[src/rtl/game_state_ctrl.sv]
// Screen/game sequencer: TITLE/PLAYING/PAUSED/OVER FSM, end-of-frame tick, BCD score and high score.
// Optional build macro GAMEOVER_AUTORETURN_EN: leave OVER after GAMEOVER_FRAMES frames.
module game_state_ctrl #(
  parameter int unsigned FRAME_Y         = 481,
  parameter int unsigned SCORE_DIGITS    = 4,
  parameter int unsigned GAMEOVER_FRAMES = 180
) (
  input  logic                      clk_100MHz,
  input  logic                      reset,
  input  logic                      p_tick,
  input  logic [9:0]                x,
  input  logic [9:0]                y,
  input  logic                      start,
  input  logic                      pause,
  input  logic                      game_over,
  input  logic                      alien_hit,
  output logic [1:0]                state,
  output logic                      game_freeze,
  output logic                      game_reset,
  output logic [1:0]                screen_sel,
  output logic                      frame_tick,
  output logic [1:0]                frame_cnt,
  output logic [4*SCORE_DIGITS-1:0] score,
  output logic [4*SCORE_DIGITS-1:0] hi_score
);

  localparam int unsigned SCORE_W = 4 * SCORE_DIGITS;

  localparam logic [1:0] ST_TITLE   = 2'd0;
  localparam logic [1:0] ST_PLAYING = 2'd1;
  localparam logic [1:0] ST_PAUSED  = 2'd2;
  localparam logic [1:0] ST_OVER    = 2'd3;

  localparam logic [1:0] SEL_TITLE = 2'd0;
  localparam logic [1:0] SEL_GAME  = 2'd1;
  localparam logic [1:0] SEL_OVER  = 2'd2;

  localparam logic [SCORE_W-1:0] SCORE_MAX = {SCORE_DIGITS{4'h9}};

  logic [1:0]         state_q, state_d;
  logic               freeze_q, freeze_d;
  logic               game_reset_q, game_reset_d;
  logic [1:0]         sel_q, sel_d;
  logic               frame_tick_q, frame_tick_d;
  logic [1:0]         frame_cnt_q, frame_cnt_d;
  logic [SCORE_W-1:0] score_q, score_d;
  logic [SCORE_W-1:0] hi_score_q, hi_score_d;
  logic               start_q;
  logic               start_rise_c;
  logic               autoreturn_c;

  // Decimal increment with ripple carry across BCD digits
  function automatic logic [SCORE_W-1:0] bcd_inc(input logic [SCORE_W-1:0] v);
    logic [SCORE_W-1:0] r;
    logic               carry;
    r     = v;
    carry = 1'b1;
    for (int i = 0; i < int'(SCORE_DIGITS); i++) begin
      if (carry) begin
        if (v[4*i +: 4] == 4'd9) begin
          r[4*i +: 4] = 4'd0;
        end else begin
          r[4*i +: 4] = v[4*i +: 4] + 4'd1;
          carry       = 1'b0;
        end
      end
    end
    return r;
  endfunction

  assign start_rise_c = start & ~start_q;

`ifdef GAMEOVER_AUTORETURN_EN
  localparam int unsigned GO_CNT_W = $clog2(GAMEOVER_FRAMES + 1) + 1;

  logic [GO_CNT_W-1:0] go_cnt_q, go_cnt_d;

  // Held at zero outside OVER, so every entry into OVER starts a fresh count
  always_comb begin
    go_cnt_d = go_cnt_q;
    if (state_q != ST_OVER) begin
      go_cnt_d = '0;
    end else if (frame_tick_q && (go_cnt_q < GO_CNT_W'(GAMEOVER_FRAMES))) begin
      go_cnt_d = go_cnt_q + GO_CNT_W'(1);
    end
  end

  always_ff @(posedge clk_100MHz) begin
    if (reset) begin
      go_cnt_q <= '0;
    end else begin
      go_cnt_q <= go_cnt_d;
    end
  end

  assign autoreturn_c = (go_cnt_q >= GO_CNT_W'(GAMEOVER_FRAMES));
`else
  logic unused_gameover_frames;

  assign unused_gameover_frames = |32'(GAMEOVER_FRAMES);
  assign autoreturn_c           = 1'b0;
`endif

  // Next-state logic; the restart pulse fires on the TITLE -> PLAYING edge
  always_comb begin
    state_d      = state_q;
    game_reset_d = 1'b0;
    case (state_q)
      ST_TITLE: begin
        if (start_rise_c) begin
          state_d      = ST_PLAYING;
          game_reset_d = 1'b1;
        end
      end
      ST_PLAYING: begin
        if (!start) begin
          state_d = ST_TITLE;
        end else if (game_over) begin
          state_d = ST_OVER;
        end else if (pause) begin
          state_d = ST_PAUSED;
        end
      end
      ST_PAUSED: begin
        if (!start) begin
          state_d = ST_TITLE;
        end else if (!pause) begin
          state_d = ST_PLAYING;
        end
      end
      ST_OVER: begin
        if (!start || autoreturn_c) begin
          state_d = ST_TITLE;
        end
      end
      default: state_d = ST_TITLE;
    endcase
  end

  // Moore outputs decoded from the next state so they change with state
  always_comb begin
    freeze_d = 1'b1;
    sel_d    = SEL_TITLE;
    case (state_d)
      ST_TITLE:   begin freeze_d = 1'b1; sel_d = SEL_TITLE; end
      ST_PLAYING: begin freeze_d = 1'b0; sel_d = SEL_GAME;  end
      ST_PAUSED:  begin freeze_d = 1'b1; sel_d = SEL_GAME;  end
      ST_OVER:    begin freeze_d = 1'b1; sel_d = SEL_OVER;  end
      default:    begin freeze_d = 1'b1; sel_d = SEL_TITLE; end
    endcase
  end

  // Frame tick and free-running 2-bit frame counter advance together
  always_comb begin
    frame_tick_d = p_tick && (y == 10'(FRAME_Y)) && (x == 10'd0);
    frame_cnt_d  = frame_cnt_q + 2'(frame_tick_d);
  end

  // Score counts kills only while playing, saturating at all nines
  always_comb begin
    score_d    = score_q;
    hi_score_d = hi_score_q;
    if ((state_q == ST_TITLE) && start_rise_c) begin
      score_d = '0;
    end else if ((state_q == ST_PLAYING) && alien_hit && (score_q != SCORE_MAX)) begin
      score_d = bcd_inc(score_q);
    end
    if ((state_q == ST_OVER) && (score_q > hi_score_q)) begin
      hi_score_d = score_q;
    end
  end

  // start_q resets high so a switch left on through reset does not start a game
  always_ff @(posedge clk_100MHz) begin
    if (reset) begin
      state_q      <= ST_TITLE;
      freeze_q     <= 1'b1;
      game_reset_q <= 1'b0;
      sel_q        <= SEL_TITLE;
      frame_tick_q <= 1'b0;
      frame_cnt_q  <= 2'd0;
      score_q      <= '0;
      hi_score_q   <= '0;
      start_q      <= 1'b1;
    end else begin
      state_q      <= state_d;
      freeze_q     <= freeze_d;
      game_reset_q <= game_reset_d;
      sel_q        <= sel_d;
      frame_tick_q <= frame_tick_d;
      frame_cnt_q  <= frame_cnt_d;
      score_q      <= score_d;
      hi_score_q   <= hi_score_d;
      start_q      <= start;
    end
  end

  assign state       = state_q;
  assign game_freeze = freeze_q;
  assign game_reset  = game_reset_q;
  assign screen_sel  = sel_q;
  assign frame_tick  = frame_tick_q;
  assign frame_cnt   = frame_cnt_q;
  assign score       = score_q;
  assign hi_score    = hi_score_q;

endmodule
[config.mk]
export PLATFORM = sky130hd
export DESIGN_NAME = game_state_ctrl
export DESIGN_NICKNAME = d
export VERILOG_FILES = /design/src/rtl/game_state_ctrl.sv
export SDC_FILE = /design/constraint.sdc
export NUM_CORES = 1
export LEC_CHECK = 0
export BUFFER_PORTS_ARGS = -buffer_cell sky130_fd_sc_hd__buf_2
export CAP_MARGIN = 10
export CORE_MARGIN = 2
export CORE_UTILIZATION = 55
export CTS_CLUSTER_SIZE = 12
export DETAILED_ROUTE_END_ITERATION = 7
export GPL_TIMING_DRIVEN = 1
export PLACE_DENSITY = 0.85
export SETUP_SLACK_MARGIN = 0.2
export SLEW_MARGIN = 20
export SYNTH_ARGS = -nofsm -noshare
export SYNTH_HDL_FRONTEND = slang
export SYNTH_SLANG_ARGS = --single-unit
[constraint.sdc]
create_clock -name clk_100MHz -period 3.9 [get_ports clk_100MHz]
set_input_delay 0.39 -clock clk_100MHz [delete_from_list [all_inputs] [get_ports clk_100MHz]]
set_output_delay 0.39 -clock clk_100MHz [all_outputs]
set_load 0.005 [all_outputs]
==> results of run 1 <==
[cell type report]
class / count / area (µm²) / share of cell area, %
clock buffers: 6 / 82.6 / 3.01
flip-flops and latches: 42 / 841 / 30.6
clock inverters: 2 / 60.1 / 2.19
multi-input cells: 168 / 1280 / 46.5
well taps: 50 / 62.6 / 2.28
inverters: 21 / 78.8 / 2.87
repair buffers: 68 / 343 / 12.5
[worst register-to-register path: stages (launching register included)]
cell and delay [ns]:
dfxtp_1 0.48, ha_1 0.29, nor2b_1 0.13, o211a_1 0.21
o21a_1 0.21, o41ai_2 0.80, buf_4 0.28, a22o_1 0.15
[state kept, by name, summed over array words and instances, names as in the netlist]
name,flops
frame_cnt,2
frame_tick,1
game_freeze,1
game_reset,1
hi_score,16
score,16
screen_sel,2
start_q,1
state,2
[per-stage QoR]
stage	power, W	utilization, %	std cells
after floorplan	0.000461	-	237
final	0.000897	69.6	357
after global routing	0.000923	69.6	357
after CTS	0.000901	69.3	357
after detailed placement	0.000480	65.7	349
after global placement	0.000479	65.7	349
[cell families (layout without fill, tap and decap cells)]
group | count (synthesis) | count (layout)
buffers and inverters | 27 | 97
muxes | 3 | 3
AOI/OAI and AO/OA | 52 | 52
and+or+nand+nor | 86 | 86
adders and majority gates | 19 | 19
xor gates and xnor gates | 8 | 8
DFF | 42 | 42
[path summary, 6_finish.rpt]
check	start	to	slack (ns)	cells after the start
max	score[1]	hi_score[12]	1.29	7
min	start	start_q	0.31	2
max reg2reg	score[1]	hi_score[12]	1.29	7
min reg2reg	hi_score[11]	hi_score[11]	0.51	1
[placed cells by master (no fill, tap or decap), drive strengths merged, types with 3 or more instances in the layout]
| master | count |
|---|---|
| nand4 | 7 |
| clkbuf | 6 |
| nor2 | 16 |
| nor3 | 7 |
| a21oi | 14 |
| xnor2 | 4 |
| o41ai | 3 |
| or2 | 3 |
| nand3 | 4 |
| nand4bb | 4 |
| nor4 | 4 |
| mux2i | 3 |
| buf | 68 |
| ha | 19 |
| a22o | 15 |
| xor2 | 4 |
| dfxtp | 42 |
| o21ai | 5 |
| nand2b | 4 |
| a21o | 3 |
| inv | 21 |
| nor2b | 11 |
| nand2 | 13 |
[power groups by stage]
stage	combinational [W]	clock [W]	sequential, W
after global placement	0.0000362	0	0.000443
after CTS	0.0000371	0.000431	0.000433
after detailed placement	0.0000369	0	0.000443
after global routing	0.0000414	0.000448	0.000433
final	0.0000373	0.000427	0.000433
after floorplan	0.0000178	0	0.000443
[routing by layer]
layer  vias to the layer above  GRT usage [%]
met5                         -              0
met4                         0           8.42
met3                         7           6.83
met2                        61           38.1
met1                       906           27.6
li1                        999              -
==> results.toml, run 1 <==
[routing]
wl_mm = 4.89
m1WireLength_mm = 2.20
wl_met2_mm = 2.31
num_vias = 1973
met3_length_um = 310
via_per_inst = 5.53
drt_iter0_drc = 110
drc = 0
highest_layer = "met4"
drt_pass1_iterations = 4
antenna_left = 0
post_drt_wl_per_cell_um = 13.7

[layout]
finalNetCount = 352
layout-drive-gt1-share_pct = 28.7
diodes = 0
syn2layout_area_growth_pct = 23.9
fin_area_um2 = 2740
n_fill_cell = 307

[clock_network]
tritoncts = "built"
cts_buffer_depth = 2
cts_setup_buffers = 0
cts_resized = 0
numCtsBuffers = 5
htreeDepth = 2
ctsHoldBuffers = 0
clock-sinks = 42
clock_latency_ns = 0.30
cts-root-buf = "clkbuf_8"
cts.reportedPaths.clkPinSlew_ns = 0.08

[floorplan]
io_pins = 68
fp.dieArea_um2 = 4550
fp-row-count = 23
die_y_um = 67.5
core_um2 = 3940
start_util_pct = 56.2
fp.dieW_um = 67.5

[pwr]
switching_share_pct = 19.5
peakVddDrop_v = 0.000244
p_comb_share_pct = 4.2
p_int_w = 0.000722
leakage_nw = 1.27
p_sw_w = 0.000175
p_seq_share_pct = 48.3
power_frac_clock_pct = 47.6
power.density_nw_per_um2 = 327

[worst_hold_path]
hold_class = "in2reg"

[synthesis]
synth_top_area_share_pct = 38.0
synth_nets = 283
synth_compound_area_share_pct = 19.0
synth_top_family_by_area = "simple AND/OR/NAND/NOR gates"
post-synth-top-count-cell = "dfxtp_1"
ys_seq_elements = 42
mappedNetlistArea_um2 = 2210
synth_top_area_cell = "dfxtp_1"
ys.flop_type = "dfxtp_1"
ys_seq_area_share_pct = 38.0
ys_top_cells_by_area = "dfxtp_1 38%, ha_1 11%, a22o_1 5.9%"
synth_area_per_cell_um2 = 9.34
synth_cell_type_count = 50
synth_xor_area_share_pct = 3.16
synth_edf_count = 0
synth_commonest_cells = "42 x dfxtp_1, 21 x inv_1, 19 x ha_1"
netlist_instances = 237
synth.mux.area_fraction_pct = 1.36
yosys.area_share.adder_pct = 10.7
synth-simple-area-share_pct = 22.8
yosys_warnings = 0
ys_async_sr_fraction_pct = 0

[setup_path]
critical_path_required_ns = 4.15
crit_chain = "ha_1 -> nor2b_1 -> o211a_1 -> o21a_1 -> o41ai_2 -> buf_4 -> a22o_1"
cp_slowest_cell = "o41ai_2"
worst_setup_path_start_kind = "register"
endpoint_kind = "register"
cp_top_family = "compound AO/OA/AOI/OAI gates"
crit_arrival_ns = 2.86
critical-path-max-stage-delay_ns = 0.80
crit_buf_inv = 1
path_max_fanout = 9
critPathKind = "reg2reg"

[global_route]
grt_max_degree = 19
grt.overflow.total = 0
grt_pass1_vias = 1759
antenna_found_initial = 0
grt_usage_pct = 22.8
grt_first_pass_wirelength_mm = 7.80

[placed_design]
port_buffers = 67
place_hpwl_mm = 3.68
post_dp_cell_area_um2 = 2590
post-place-ws_ns = 1.28
place.gp.congestion = 0.868

[sta]
slew_headroom_pct = 38.4
tightest_slew_ns = 0.914
max_freq_ghz = 0.383
skew_ns = 0.0100
tns_ns = 0
finalCriticalPeriod_ns = 2.61
maxSlewViolCount = 0
grt_setup_unrepaired = "no"
hold_ws_ns = 0.314
finalHoldViolCount = 0
setup_viol = 0
fin_ws_ns = 1.29
period_share_pct = 66.9

[run]
timing.max_cap.violations = 0

[run_status]
status = "finished clean"
(Power assumes the default switching activity.)
==> run 2, diff against run 1 <==
--- a/config.mk
+++ b/config.mk
@@ -8,11 +8,11 @@
 export BUFFER_PORTS_ARGS = -buffer_cell sky130_fd_sc_hd__buf_2
 export CAP_MARGIN = 10
 export CORE_MARGIN = 2
-export CORE_UTILIZATION = 55
+export CORE_UTILIZATION = 51
 export CTS_CLUSTER_SIZE = 12
 export DETAILED_ROUTE_END_ITERATION = 7
 export GPL_TIMING_DRIVEN = 1
-export PLACE_DENSITY = 0.85
+export PLACE_DENSITY = 0.79
 export SETUP_SLACK_MARGIN = 0.2
 export SLEW_MARGIN = 20
 export SYNTH_ARGS = -nofsm -noshare
==> constraint.sdc (replaced) <==
create_clock -name clk_100MHz -period 2.55 [get_ports clk_100MHz]
set_input_delay 0.255 -clock clk_100MHz [delete_from_list [all_inputs] [get_ports clk_100MHz]]
set_output_delay 0.255 -clock clk_100MHz [all_outputs]
set_load 0.005 [all_outputs]
==> run 2 against run 1 <==
  * Sequential share of layout area shrank 0.39 points
  * Highest routed layer unchanged
  * Critical path type unchanged
  * Largest cell class unchanged
  * Flip-flop and latch count is the same
  * Die area grew 7.4%
==> results.toml, run 2 (synthesized netlist as in run 1, its figures left out) <==
[clock_network]
tritoncts = "built"
cts-root-buf = "clkbuf_8"
htreeDepth = 2
clock_latency_ns = 0.30
cts.reportedPaths.clkPinSlew_ns = 0.08
cts_buffer_depth = 2
clock-sinks = 42
numCtsBuffers = 5

[sta]
slew_headroom_pct = 59.5
finalCriticalPeriod_ns = 2.18
tns_ns = 0
skew_ns = 0.00722
max_freq_ghz = 0.458
period_share_pct = 85.5
maxSlewViolCount = 0
finalHoldViolCount = 0
grt_setup_unrepaired = "no"
tightest_slew_ns = 0.600
setup_viol = 0

[setup_path]
crit_arrival_ns = 2.42
critPathKind = "reg2reg"
worst_setup_path_start_kind = "register"
endpoint_kind = "register"
r2r_setup_slack_ns = 0.37
critical_path_required_ns = 2.79
critical-path-max-stage-delay_ns = 0.54
path_max_fanout = 15
reg2regPathDepth = 8
rr_endpoint = "hi_score[9]"
crit_chain = "inv_1 -> ha_1 -> nand4_1 -> o41ai_4 -> nand2b_1 -> o41ai_2 -> buf_4 -> a22o_1"
crit_buf_inv = 2
r2r_start = "hi_score[10]"
cp_slowest_cell = "o41ai_4"
cp_top_family = "compound AO/OA/AOI/OAI gates"

[pwr]
switching_share_pct = 20.7
power.density_nw_per_um2 = 445
power_frac_clock_pct = 41.8
p_seq_share_pct = 53.6
peakVddDrop_v = 0.000288
p_sw_w = 0.000256
finalPower_w = 0.00124
leakage_nw = 1.30
p_int_w = 0.000980
p_comb_share_pct = 4.7

[placed_design]
place_hpwl_mm = 3.85
port_buffers = 67
place.gp.congestion = 0.865
post_dp_cell_area_um2 = 2640

[worst_hold_path]
min-delay-start = "start"
hold_class = "in2reg"
min_to = "start_q"
holdPathStages = 2

[floorplan]
fp-row-count = 23
die_y_um = 69.9
io_pins = 68
core_um2 = 4090
fp.dieW_um = 69.9
fp.dieArea_um2 = 4890
start_util_pct = 54.2

[global_route]
grt_max_degree = 19
grt_first_pass_wirelength_mm = 8.54
antenna_found_initial = 0
grt_usage_pct = 21.8
grt.overflow.total = 0
grt_pass1_vias = 1894

[routing]
num_vias = 2033
via_per_inst = 5.59
drt_iter0_drc = 65
antenna_left = 0
wl_mm = 5.08
drt_pass1_iterations = 4
drc = 0
post_drt_wl_per_cell_um = 14.0

[run]
timing.max_cap.violations = 0

[layout]
layout-drive-gt1-share_pct = 30.3
diodes = 0
post-route-util_pct = 68.0
most-common-layout-cells = "67 x buf_2, 42 x dfxtp_1, 21 x inv_1"
finalNetCount = 359
final_common_cell = "buf_2"
fin_area_um2 = 2780
n_fill_cell = 342
syn2layout_area_growth_pct = 25.5

[run_status]
status = "finished clean"
run 2: cell types whose count changed in the layout (fill, tap and decap cells not counted):
cell       change
nor3_1         -1
buf_4          +7
o41ai_2        -1
nor2_1         -1
bufinv_16      -1
o41ai_4        +1
nor3_2         +1
clkbuf_1       +2
clkbuf_8       -1
nor2_2         +1
run 2: power groups by stage:
| stage | clock network, W | registers (W) | logic [W] |
|---|---|---|---|
| 6_report | 0.000516 | 0.000662 | 0.0000575 |
| 4_1_cts | 0.000531 | 0.000662 | 0.0000573 |
| 5_1_grt | 0.000558 | 0.000663 | 0.0000643 |
| 2_1_floorplan | 0 | 0.000677 | 0.0000272 |
| 3_5_place_dp | 0 | 0.000677 | 0.0000573 |
| 3_3_place_gp | 0 | 0.000677 | 0.0000551 |
run 2: worst max-delay path by stage:
stage	cells past startpoint	end	start
detailed placement	7	hi_score[9]	score[15]
finish	8	hi_score[9]	hi_score[10]
global placement	7	hi_score[14]	score[15]
CTS	7	hi_score[9]	score[15]
global route	8	hi_score[9]	hi_score[10]
floorplan	7	hi_score[8]	score[1]
run 2: timing repair:
item,in CTS,in global routing
gates resized for setup,0,4
setup buffers,0,1
endpoints found under the setup margin,0,14
hold buffers,0,0
run 2: layout make-up:
type                            instances  area (µm²)  area share (%)
Clock inverter                          1        30.0            1.08
Multi-Input combinational cell        168        1290            46.6
Clock buffer                            7        76.3            2.75
Sequential cell                        42         841            30.3
Tap cell                               50        62.6            2.25
Inverter                               21        78.8            2.84
Timing Repair Buffer                   75         395            14.2
run 2: metrics by stage:
step	instances	worst slack [ns]	hold slack (ns)
6_report	364	0.369	0.197
5_1_grt	364	0.215	0.202
4_1_cts	363	0.245	0.183
3_5_place_dp	355	0.272	0.490
3_3_place_gp	355	0.382	0.482
2_1_floorplan	237	0.431	0.362
run 2: per-layer routing:
| metal | wire length, µm | part of all wire, % | up-vias | GRT usage (%) |
|---|---|---|---|---|
| met5 | 0 | 0 | - | 0 |
| met4 | 128 | 2.5 | 0 | 10.3 |
| met3 | 270 | 5.3 | 12 | 5.77 |
| met2 | 2530 | 50 | 57 | 36.1 |
| met1 | 2160 | 42 | 949 | 26.1 |
| li1 | - | - | 1015 | - |
